==> src/rtl/core_pkg.sv <==
// core_pkg
// Shared definitions for the RV32I core: opcode constants, ALU operation
// encodings and instruction field bit positions. Used by the control unit,
// the ID/EX pipeline register and its hazard detector.
// Ports: none (package).
package core_pkg;

    // Major opcodes, instruction bits [6:0]
    localparam logic [6:0] OP_R      = 7'b0110011;
    localparam logic [6:0] OP_IMM    = 7'b0010011;
    localparam logic [6:0] OP_LOAD   = 7'b0000011;
    localparam logic [6:0] OP_STORE  = 7'b0100011;
    localparam logic [6:0] OP_BRANCH = 7'b1100011;
    localparam logic [6:0] OP_JAL    = 7'b1101111;
    localparam logic [6:0] OP_JALR   = 7'b1100111;
    localparam logic [6:0] OP_LUI    = 7'b0110111;
    localparam logic [6:0] OP_AUIPC  = 7'b0010111;

    // ALU operation encodings driven by the control unit
    localparam logic [3:0] ALU_ADD    = 4'b0000;
    localparam logic [3:0] ALU_SUB    = 4'b0001;
    localparam logic [3:0] ALU_SLL    = 4'b0010;
    localparam logic [3:0] ALU_SLT    = 4'b0011;
    localparam logic [3:0] ALU_SLTU   = 4'b0100;
    localparam logic [3:0] ALU_XOR    = 4'b0101;
    localparam logic [3:0] ALU_SRL    = 4'b0110;
    localparam logic [3:0] ALU_SRA    = 4'b0111;
    localparam logic [3:0] ALU_OR     = 4'b1000;
    localparam logic [3:0] ALU_AND    = 4'b1001;
    localparam logic [3:0] ALU_NOP    = 4'b1010;
    localparam logic [3:0] ALU_PASS_B = 4'b1011;
    localparam logic [3:0] ALU_PASS_A = 4'b1111;

    // Instruction field bit positions
    localparam int OPCODE_LSB = 0;
    localparam int OPCODE_MSB = 6;
    localparam int RD_LSB     = 7;
    localparam int RD_MSB     = 11;
    localparam int FUNCT3_LSB = 12;
    localparam int FUNCT3_MSB = 14;
    localparam int RS1_LSB    = 15;
    localparam int RS1_MSB    = 19;
    localparam int RS2_LSB    = 20;
    localparam int RS2_MSB    = 24;

endpackage

==> src/rtl/id_ex_stage_hazard_detect.sv <==
// hazard_detect
// Combinational load-use hazard detector for the ID/EX boundary.
// Ports:
//   rst                        - synchronous reset; suppresses stall in the reset cycle
//   id_valid, id_opcode,
//   id_rs1, id_rs2             - decode-slot instruction fields
//   ex_valid, ex_mem_read,
//   ex_rd                      - instruction currently in execute
//   ex_flush, ex_hold          - execute-stage flush and memory-wait freeze
//   uses_rs1, uses_rs2         - decode instruction actually reads rs1 / rs2
//   load_use                   - raw hazard condition
//   stall                      - hold PC and IF/ID this cycle
module hazard_detect
    import core_pkg::*;
(
    input  logic       rst,
    input  logic       id_valid,
    input  logic [6:0] id_opcode,
    input  logic [4:0] id_rs1,
    input  logic [4:0] id_rs2,
    input  logic       ex_valid,
    input  logic       ex_mem_read,
    input  logic [4:0] ex_rd,
    input  logic       ex_flush,
    input  logic       ex_hold,
    output logic       uses_rs1,
    output logic       uses_rs2,
    output logic       load_use,
    output logic       stall
);

    // Only real source operands can create a hazard; the rs fields of
    // U/J-type and I-type instructions may hold arbitrary immediate bits.
    assign uses_rs1 = !((id_opcode == OP_LUI) || (id_opcode == OP_AUIPC) ||
                        (id_opcode == OP_JAL));
    assign uses_rs2 = (id_opcode == OP_R) || (id_opcode == OP_STORE) ||
                      (id_opcode == OP_BRANCH);

    // x0 is never really written, so a load to x0 cannot create a hazard.
    assign load_use = ex_valid && ex_mem_read && (ex_rd != 5'd0) && id_valid &&
                      ((uses_rs1 && (id_rs1 == ex_rd)) ||
                       (uses_rs2 && (id_rs2 == ex_rd)));

    // A flushed decode slot dies anyway and a hold freezes everything, so
    // neither needs a stall; reset clears ex_valid at this edge.
    assign stall = load_use && !ex_flush && !ex_hold && !rst;

endmodule

==> src/rtl/id_ex_stage.sv <==
// id_ex_stage
// ID/EX pipeline register of the 5-stage RV32I core with load-use hazard
// detection, EX flush and EX hold.
// Ports:
//   clk, rst            - clock, synchronous active-high reset
//   id_*                - decode-stage instruction, operands, immediate, controls
//   ex_flush            - taken branch/jump in EX; decode slot becomes a bubble
//   ex_hold             - memory wait; all registers keep their value
//   ex_*                - registered copies presented to execute
//   stall               - combinational; freezes PC and IF/ID
//   bubble_cnt          - saturating count of load-use bubbles inserted
module id_ex_stage
    import core_pkg::*;
#(
    parameter int XLEN  = 32,
    parameter int CNT_W = 16
) (
    input  logic             clk,
    input  logic             rst,
    input  logic             id_valid,
    input  logic [31:0]      id_instr,
    input  logic [XLEN-1:0]  id_pc,
    input  logic [XLEN-1:0]  id_rs1_data,
    input  logic [XLEN-1:0]  id_rs2_data,
    input  logic [XLEN-1:0]  id_imm,
    input  logic             id_reg_write,
    input  logic             id_mem_to_reg,
    input  logic             id_mem_write,
    input  logic             id_mem_read,
    input  logic             id_alu_src,
    input  logic             id_alu_src1,
    input  logic             id_branch,
    input  logic             id_jump,
    input  logic             id_jalr_enable,
    input  logic [3:0]       id_alu_op,
    input  logic             ex_flush,
    input  logic             ex_hold,
    output logic             ex_valid,
    output logic [XLEN-1:0]  ex_pc,
    output logic [XLEN-1:0]  ex_rs1_data,
    output logic [XLEN-1:0]  ex_rs2_data,
    output logic [XLEN-1:0]  ex_imm,
    output logic [4:0]       ex_rd,
    output logic [4:0]       ex_rs1,
    output logic [4:0]       ex_rs2,
    output logic [2:0]       ex_funct3,
    output logic             ex_reg_write,
    output logic             ex_mem_to_reg,
    output logic             ex_mem_write,
    output logic             ex_mem_read,
    output logic             ex_alu_src,
    output logic             ex_alu_src1,
    output logic             ex_branch,
    output logic             ex_jump,
    output logic             ex_jalr_enable,
    output logic [3:0]       ex_alu_op,
    output logic             stall,
    output logic [CNT_W-1:0] bubble_cnt
);

    logic uses_rs1;
    logic uses_rs2;
    logic load_use;
    logic load_en;
    logic load_bubble;
    logic unused_bits;

    hazard_detect u_hazard (
        .rst         (rst),
        .id_valid    (id_valid),
        .id_opcode   (id_instr[OPCODE_MSB:OPCODE_LSB]),
        .id_rs1      (id_instr[RS1_MSB:RS1_LSB]),
        .id_rs2      (id_instr[RS2_MSB:RS2_LSB]),
        .ex_valid    (ex_valid),
        .ex_mem_read (ex_mem_read),
        .ex_rd       (ex_rd),
        .ex_flush    (ex_flush),
        .ex_hold     (ex_hold),
        .uses_rs1    (uses_rs1),
        .uses_rs2    (uses_rs2),
        .load_use    (load_use),
        .stall       (stall)
    );

    // funct7 travels to EX through the immediate / control path, not here.
    assign unused_bits = ^{id_instr[31:25], uses_rs1, uses_rs2};

    // Reset, flush, load-use and an invalid decode slot all load the same
    // cleared bubble; only a hold (below flush, above load-use) freezes.
    assign load_en     = rst || ex_flush || !ex_hold;
    assign load_bubble = rst || ex_flush || load_use || !id_valid;

    always_ff @(posedge clk) begin
        if (load_en) begin
            if (load_bubble) begin
                ex_valid       <= 1'b0;
                ex_pc          <= '0;
                ex_rs1_data    <= '0;
                ex_rs2_data    <= '0;
                ex_imm         <= '0;
                ex_rd          <= '0;
                ex_rs1         <= '0;
                ex_rs2         <= '0;
                ex_funct3      <= '0;
                ex_reg_write   <= 1'b0;
                ex_mem_to_reg  <= 1'b0;
                ex_mem_write   <= 1'b0;
                ex_mem_read    <= 1'b0;
                ex_alu_src     <= 1'b0;
                ex_alu_src1    <= 1'b0;
                ex_branch      <= 1'b0;
                ex_jump        <= 1'b0;
                ex_jalr_enable <= 1'b0;
                ex_alu_op      <= ALU_NOP;
            end else begin
                ex_valid       <= 1'b1;
                ex_pc          <= id_pc;
                ex_rs1_data    <= id_rs1_data;
                ex_rs2_data    <= id_rs2_data;
                ex_imm         <= id_imm;
                ex_rd          <= id_instr[RD_MSB:RD_LSB];
                ex_rs1         <= id_instr[RS1_MSB:RS1_LSB];
                ex_rs2         <= id_instr[RS2_MSB:RS2_LSB];
                ex_funct3      <= id_instr[FUNCT3_MSB:FUNCT3_LSB];
                ex_reg_write   <= id_reg_write;
                ex_mem_to_reg  <= id_mem_to_reg;
                ex_mem_write   <= id_mem_write;
                ex_mem_read    <= id_mem_read;
                ex_alu_src     <= id_alu_src;
                ex_alu_src1    <= id_alu_src1;
                ex_branch      <= id_branch;
                ex_jump        <= id_jump;
                ex_jalr_enable <= id_jalr_enable;
                ex_alu_op      <= id_alu_op;
            end
        end
    end

    // Counts only bubbles caused by load-use; flush and hold outrank it.
    always_ff @(posedge clk) begin
        if (rst) begin
            bubble_cnt <= '0;
        end else if (!ex_flush && !ex_hold && load_use && (bubble_cnt != {CNT_W{1'b1}})) begin
            bubble_cnt <= bubble_cnt + 1'b1;
        end
    end

endmodule

==> config.mk <==
export PLATFORM = sky130hd
export DESIGN_NAME = id_ex_stage
export DESIGN_NICKNAME = d
export VERILOG_FILES = /design/src/rtl/core_pkg.sv /design/src/rtl/id_ex_stage_hazard_detect.sv /design/src/rtl/id_ex_stage.sv
export SDC_FILE = /design/constraint.sdc
export NUM_CORES = 1
export LEC_CHECK = 0
export ABC_CLOCK_PERIOD_IN_PS = 6650
export CAP_MARGIN = 40
export CELL_PAD_IN_SITES_DETAIL_PLACEMENT = 2
export CELL_PAD_IN_SITES_GLOBAL_PLACEMENT = 2
export CORE_ASPECT_RATIO = 1.5
export CORE_MARGIN = 2
export CORE_UTILIZATION = 25
export CTS_CLUSTER_DIAMETER = 120
export DETAILED_ROUTE_END_ITERATION = 6
export GPL_TIMING_DRIVEN = 0
export PLACE_DENSITY = 0.92
export SLEW_MARGIN = 5
export SYNTH_ARGS = -nofsm -noshare
export SYNTH_HDL_FRONTEND = slang
export SYNTH_SLANG_ARGS = --single-unit
==> constraint.sdc <==
create_clock -name clk -period 6.65 [get_ports clk]
set_clock_uncertainty 0.15 [all_clocks]
set_input_delay 1.6625 -clock clk [delete_from_list [all_inputs] [get_ports clk]]
set_output_delay 1.6625 -clock clk [all_outputs]
set_load 0.1 [all_outputs]
After elaboration in Yosys (flattened, before gate mapping). Index checks and enable logic that the tools add are counted.

Bits in registers: 176. Logic and storage cells: 58.

Add/sub/neg operators: 1. Equal/unequal tests: 9. Muxes and demuxes: 1. Reduce and logical (&&, ||, !) cells: 27.

Operators with widths (count): equality test 7 x 6 -> 1 bit, second input constant (3); adder 16 x 1 -> 16 bit, second input constant (1); != test 16 bit, second input constant (1); equality test 7 bit, second input constant (2); logical AND 1 bit (12); equality test 5 bit (2); logical OR 1 bit (9); equality test 7 x 5 -> 1 bit, second input constant (1); logical NOT 1 bit (5); nonzero test 5 bit (1); two-way mux 1 bit (1).

Logic depth before layout (Yosys ltp).
Depth after elaboration: 10. Gate-level depth with buffers: 8. Mapped depth without buffers: 7.

By module. From an unflattened synthesis, not the netlist that was laid out.

Cells, all modules: 471. Area, all modules: 6925.4 µm².

By module, submodules not included: id_ex_stage (times used 1, cells each 442, area an instance 6717.7 µm², seq. area each 5124.9 µm²); hazard_detect (times used 1, cells each 29, area an instance 207.7 µm², seq. area each 0.0 µm²).

Worst setup path after synthesis. Ideal clock, no wire load.

Path type: input-to-output. From: input port id_instr[6]. To: output port stall. Arrival time: 5.501 ns. Path slack: -0.664 ns. Cell stages on the path: 5. Buffers on the path: 0. Cell sequence: and3_1 o2111a_1 nor4_4 nor2_1 nor4_1.

Longest elaborated chain between the ends: 10. Elaborated cells on any way between the ends: 18. Classes of those cells: 6 x eq/ne; 12 x reduce/logical.

Ends and longest elaborated chain: start, declared (line id_ex_stage.sv:21) `input logic [31:0] id_instr,`; equality test 7 x 6 -> 1 bit / equality test 7 x 5 -> 1 bit (equally long branches) (line id_ex_stage_hazard_detect.sv:34) `assign uses_rs1 = !((id_opcode == OP_LUI) || (id_opcode == OP_AUIPC) ||`; logical OR 1 bit (2 in series) (line id_ex_stage_hazard_detect.sv:34); logical NOT 1 bit (line id_ex_stage_hazard_detect.sv:34); logical AND 1 bit (line id_ex_stage_hazard_detect.sv:41) `((uses_rs1 && (id_rs1 == ex_rd)) ||`; logical OR 1 bit (*) (line id_ex_stage_hazard_detect.sv:41); logical AND 1 bit (*) (line id_ex_stage_hazard_detect.sv:40) `assign load_use = ex_valid && ex_mem_read && (ex_rd != 5'd0) && id_valid &&`; logical AND 1 bit (*) (3 in series) (line id_ex_stage_hazard_detect.sv:46) `assign stall = load_use && !ex_flush && !ex_hold && !rst;`; end, declared (line id_ex_stage.sv:57) `output logic stall,`.

Every way passes the cells marked *; elsewhere a longest branch is shown, timed or not.

Final worst setup path.
From: input port id_instr[20]. To: output port stall.

Longest elaborated chain between the ends: 7.

Ends and longest elaborated chain: equality test 5 bit (line id_ex_stage_hazard_detect.sv:42) `(uses_rs2 && (id_rs2 == ex_rd)));`; logical AND 1 bit (line id_ex_stage_hazard_detect.sv:42); logical OR 1 bit (line id_ex_stage_hazard_detect.sv:41); logical AND 1 bit (line id_ex_stage_hazard_detect.sv:40); logical AND 1 bit (3 in series) (line id_ex_stage_hazard_detect.sv:46).

Every way passes these cells.

==> impl_results.html <==
<table>
<tr><th>Metric</th><th>Value</th></tr>
<tr><th colspan="2">Run status</th></tr>
<tr><td>Result of the run</td><td>finished, final reports clean</td></tr>
<tr><th colspan="2">Min path</th></tr>
<tr><td>Instance count along the most critical hold path</td><td>2</td></tr>
<tr><td>Worst min-delay path endpoint</td><td>bubble_cnt[11]</td></tr>
<tr><td>Launch instance of the worst min-delay path</td><td>bubble_cnt[11]</td></tr>
<tr><td>Type of the tightest min-delay check</td><td>reg2reg</td></tr>
<tr><th colspan="2">Global routing</th></tr>
<tr><td>Gr ovfl total</td><td>0</td></tr>
<tr><td>Number of antenna violations at the first check in global routing</td><td>8</td></tr>
<tr><td>Number of global-route vias before repair</td><td>approximately 7400</td></tr>
<tr><td>Overall routing resource usage</td><td>0.258</td></tr>
<tr><td>Wire length of the first global-routing pass</td><td>52400 um</td></tr>
<tr><td>Largest net degree at the start of global routing</td><td>between 60 and 70</td></tr>
<tr><th colspan="2">Synth</th></tr>
<tr><td>Post-synthesis sequential area ratio</td><td>0.745</td></tr>
<tr><td>Post-Syn Nets</td><td>about 640</td></tr>
<tr><td>Area of the mapped netlist</td><td>slightly below 0.007 mm2</td></tr>
<tr><td>Count of mapped cells out of synthesis</td><td>457</td></tr>
<tr><td>Main flop type after synthesis</td><td>edfxtp_1</td></tr>
<tr><td>Async SR Flop Fraction</td><td>0</td></tr>
<tr><td>Flip-flop and latch count after synthesis</td><td>roughly 180</td></tr>
<tr><td>Yosys synthesis warning count</td><td>0</td></tr>
<tr><td>Number of distinct library cells after synthesis</td><td>38</td></tr>
<tr><td>Mean cell area of the mapped netlist</td><td>15.0 um2</td></tr>
<tr><td>Number of synthesized flops with an enable pin</td><td>160</td></tr>
<tr><th colspan="2">Clock tree</th></tr>
<tr><td>Max Root-Sink Buffers</td><td>2</td></tr>
<tr><td>Root Buffer Master</td><td>clkbuf_16</td></tr>
<tr><td>Insertion delay of the later-clocked pin in the worst-skew pair</td><td>0.44 ns</td></tr>
<tr><td>H-tree depth</td><td>4</td></tr>
<tr><td>Number of hold buffers added after cts</td><td>0</td></tr>
<tr><td>Number of buffers created by CTS</td><td>17</td></tr>
<tr><td>Count of clock tree sinks</td><td>176</td></tr>
<tr><td>Total setup buffers inserted after CTS</td><td>0</td></tr>
<tr><td>Count of cells resized by post-cts repair</td><td>0</td></tr>
<tr><td>Clock-pin transition on the worst setup and hold timing paths</td><td>0.07 ns</td></tr>
<tr><td>Clock tree from TritonCTS</td><td>yes</td></tr>
<tr><th colspan="2">Critical path</th></tr>
<tr><td>Launching element type of the critical path</td><td>input port</td></tr>
<tr><td>Critical path data required time</td><td>4.84 ns</td></tr>
<tr><td>Worst Reg2Reg Path Length in Cells</td><td>8</td></tr>
<tr><td>Reg2reg start</td><td>ex_rd[0]</td></tr>
<tr><td>Crit Path Class</td><td>in2out</td></tr>
<tr><td>Number of cells on the critical path</td><td>8</td></tr>
<tr><td>Endpoint arrival time on the critical path</td><td>4.55 ns</td></tr>
<tr><td>Buffers and inverters on the worst path</td><td>3</td></tr>
<tr><td>Critical path capture point type</td><td>output port</td></tr>
<tr><td>Critical-path cell list</td><td>clkdlybuf4s50_1 &gt; xnor2_1 &gt; nand3_1 &gt; nor4_2 &gt; nor2_1 &gt; nor4_2 &gt; clkdlybuf4s50_1 &gt; buf_8</td></tr>
<tr><td>Highest-delay cell along the critical path</td><td>nor4_2</td></tr>
<tr><td>Slack of the worst reg-to-reg path</td><td>3.27 ns</td></tr>
<tr><td>Reg-to-reg endpoint</td><td>ex_rs2_data[2]</td></tr>
<tr><td>CP peak stage delay</td><td>around 0.73 ns</td></tr>
<tr><td>Cell family contributing the most delay on the critical path</td><td>simple AND/OR/NAND/NOR gates</td></tr>
<tr><td>Crit-path max FO</td><td>6</td></tr>
<tr><th colspan="2">Job</th></tr>
<tr><td>Max cap viols</td><td>0</td></tr>
<tr><th colspan="2">Floorplan</th></tr>
<tr><td>Core area</td><td>0.0271 mm2</td></tr>
<tr><td>Die Wd</td><td>139 um</td></tr>
<tr><td>I/O pin count</td><td>355</td></tr>
<tr><td>Effective utilization at floorplan</td><td>0.253</td></tr>
<tr><td>Area of the die</td><td>0.0289 mm2</td></tr>
<tr><td>Num rows</td><td>74</td></tr>
<tr><td>Die Span Y</td><td>207 um</td></tr>
<tr><th colspan="2">Timing</th></tr>
<tr><td>Setup repair after global routing missed its margin</td><td>false</td></tr>
<tr><td>Final setup violation count</td><td>0</td></tr>
<tr><td>Fmax</td><td>157 MHz</td></tr>
<tr><td>Final Critical Period</td><td>roughly 6.4 ns</td></tr>
<tr><td>Actual transition at the worst max-transition pin</td><td>0.774 ns</td></tr>
<tr><td>Worst setup slack after layout</td><td>0.287 ns</td></tr>
<tr><td>Final critical-path share of the clock period</td><td>0.957</td></tr>
<tr><td>Max-slew headroom at the worst pin</td><td>0.480</td></tr>
<tr><td>Final Hold Viols</td><td>0</td></tr>
<tr><td>Final Max Slew Viols</td><td>0</td></tr>
<tr><th colspan="2">Finish</th></tr>
<tr><td>Fraction of final layout cells sized beyond drive strength 1</td><td>0.220</td></tr>
<tr><td>Final Instance Area</td><td>0.0153 mm2</td></tr>
<tr><td>Net count reported at finish</td><td>~1200</td></tr>
<tr><td>Area of the multi-input gates</td><td>0.00167 mm2</td></tr>
<tr><td>Layout overhead on the synthesized area</td><td>123%</td></tr>
<tr><td>Footprint of the flip-flops and latches</td><td>roughly 0.0051 mm2</td></tr>
<tr><td>Filler Cells Inserted</td><td>2323</td></tr>
<tr><th colspan="2">Detailed routing</th></tr>
<tr><td>Total via count after detailed routing</td><td>around 6000</td></tr>
<tr><td>Average wire per standard cell</td><td>26.9 um</td></tr>
<tr><td>Vias/cell</td><td>4.44</td></tr>
<tr><td>First drt pass iteration count</td><td>4</td></tr>
<tr><td>Final antenna-violating net count</td><td>0</td></tr>
<tr><td>Final routed wirelength across all metal layers</td><td>36700 um</td></tr>
<tr><td>Total DRC errors in the routed layout</td><td>0</td></tr>
<tr><td>Starting DRC count in detailed routing</td><td>~230</td></tr>
<tr><th colspan="2">Pwr</th></tr>
<tr><td>Total power density per cell area</td><td>between 200 and 250 mW/mm2</td></tr>
<tr><td>Switching share of power</td><td>0.314</td></tr>
<tr><td>Peak ir drop on the vdd network</td><td>0.186 mV</td></tr>
<tr><td>Sequential power share</td><td>0.387</td></tr>
<tr><td>Internal power summed over all cells</td><td>2280 uW</td></tr>
<tr><td>Clock Power Share</td><td>0.317</td></tr>
<tr><td>Static Leak</td><td>about 0.006 uW</td></tr>
<tr><td>Sw power</td><td>around 1000 uW</td></tr>
<tr><td>Part of the total power dissipated in combinational logic</td><td>0.296</td></tr>
<tr><th colspan="2">Placement</th></tr>
<tr><td>HPWL after DPL</td><td>29800 um</td></tr>
<tr><td>Count of input and output buffers</td><td>about 350</td></tr>
<tr><td>Gp weighted congestion</td><td>0.822</td></tr>
<tr><td>Cell area after placement</td><td>0.0147 mm2</td></tr>
<tr><td>Pre-CTS setup slack</td><td>0.274 ns</td></tr>
</table>
## worst min-delay path: cells and delay by family (launching register included)
kind               cells  cell delay, ns
DFF                    1            0.36
AOI/OAI and AO/OA      2            0.16
## placed cells by master, fill, tap and decap left out, types with 3 or more instances in the layout
cell type and count:
clkdlybuf4s50_1 346, edfxtp_1 160, and2_1 157, buf_16 97, buf_8 82, clkbuf_16 17, dfxtp_1 16, clkbuf_1 13
nor2_1 13, buf_2 10, a21oi_1 10, nand3_1 9, o21ai_0 8, or3_1 8, xnor2_1 7, xor2_1 7
diode_2 6, nand4_1 5, nand2_1 4, or4_1 3, o211ai_1 3, clkinv_4 3, bufinv_16 3
## cells in the mapped netlist (2+ instances only)
| cell | n | share of area |
|---|---|---|
| edfxtp_1 | 160 | 0.70 |
| and2_1 | 157 | 0.14 |
| dfxtp_1 | 16 | 0.047 |
| nor2_1 | 13 | 0.0071 |
| a21oi_1 | 10 | 0.0073 |
| buf_2 | 10 | 0.0073 |
| nand3_1 | 9 | 0.0066 |
| clkbuf_1 | 8 | 0.0044 |
| o21ai_0 | 8 | 0.0058 |
| or3_1 | 8 | 0.0073 |
| xnor2_1 | 7 | 0.0089 |
| xor2_1 | 7 | 0.0089 |
| nand2_1 | 5 | 0.0027 |
| nand4_1 | 5 | 0.0045 |
| o211ai_1 | 3 | 0.0033 |
| or4_1 | 3 | 0.0033 |
| a211oi_1 | 2 | 0.0022 |
| and3_1 | 2 | 0.0018 |
| inv_1 | 2 | 0.0011 |
| nand2b_1 | 2 | 0.0018 |
| o2111ai_1 | 2 | 0.0025 |
| o31ai_1 | 2 | 0.0022 |
## worst max path at each step
stage,startpoint,end,slack (ns)
floorplan,id_instr[6],stall,0.50
global placement,ex_flush,ex_rs2_data[17],-1.38
detailed placement,id_instr[20],stall,0.27
CTS,id_instr[20],stall,0.26
global route,id_instr[20],stall,0.18
finish,id_instr[20],stall,0.29
## through the flow
| stage | instances | hold WS, ns | utilization | TNS, ns | power, uW |
|---|---|---|---|---|---|
| after detailed placement | 1325 | 0.394 | 0.542 | 0 | 2300 |
| final | 1363 | 0.409 | 0.564 | 0 | 3330 |
| after CTS | 1357 | 0.408 | 0.564 | 0 | 3360 |
| after floorplan | 457 | 0.803 | - | 0 | 1760 |
| after global routing | 1362 | 0.450 | 0.564 | 0 | 3410 |
| after global placement | 1145 | 0.343 | 0.397 | -218.04 | 1980 |
## cell families (layout without fill, tap and decap cells)
kind of cell	count (synthesis)	after routing	synth area share
other	0	6	0
adders and majority gates	1	1	0.00182
buffers and inverters	21	579	0.0144
muxes	1	1	0.00146
AOI/OAI and AO/OA	31	31	0.0289
xor gates and xnor gates	14	14	0.0178
and+or+nand+nor	213	213	0.190
DFF	176	176	0.745
## layer usage
| layer | up-vias | track usage | wire length [um] |
|---|---|---|---|
| met1 | 2992 | 0.220 | 10500 |
| met5 | - | 0 | 16 |
| met2 | 249 | 0.534 | 22600 |
| li1 | 2721 | - | - |
| met4 | 4 | 0.131 | 1800 |
| met3 | 80 | 0.0576 | 1740 |
## layout make-up
class / count / share of cell area
buffer: 19 / 0.00597
multi-input combinational: 260 / 0.109
sequential: 176 / 0.335
tap: 342 / 0.0280
clock inverter: 9 / 0.00883
clock buffer: 23 / 0.0299
timing repair buffer: 526 / 0.482
antenna: 6 / 0.000981
inverter: 2 / 0.000490
## power by group through the flow
stage,clock network (uW),logic [uW],registers (uW)
4_1_cts,1070,992,1290
3_5_place_dp,0,986,1310
2_1_floorplan,0,45.3,1710
6_report,1050,983,1290
3_3_place_gp,0,676,1310
5_1_grt,1110,1010,1290
Power figures use the tool's default switching activity.
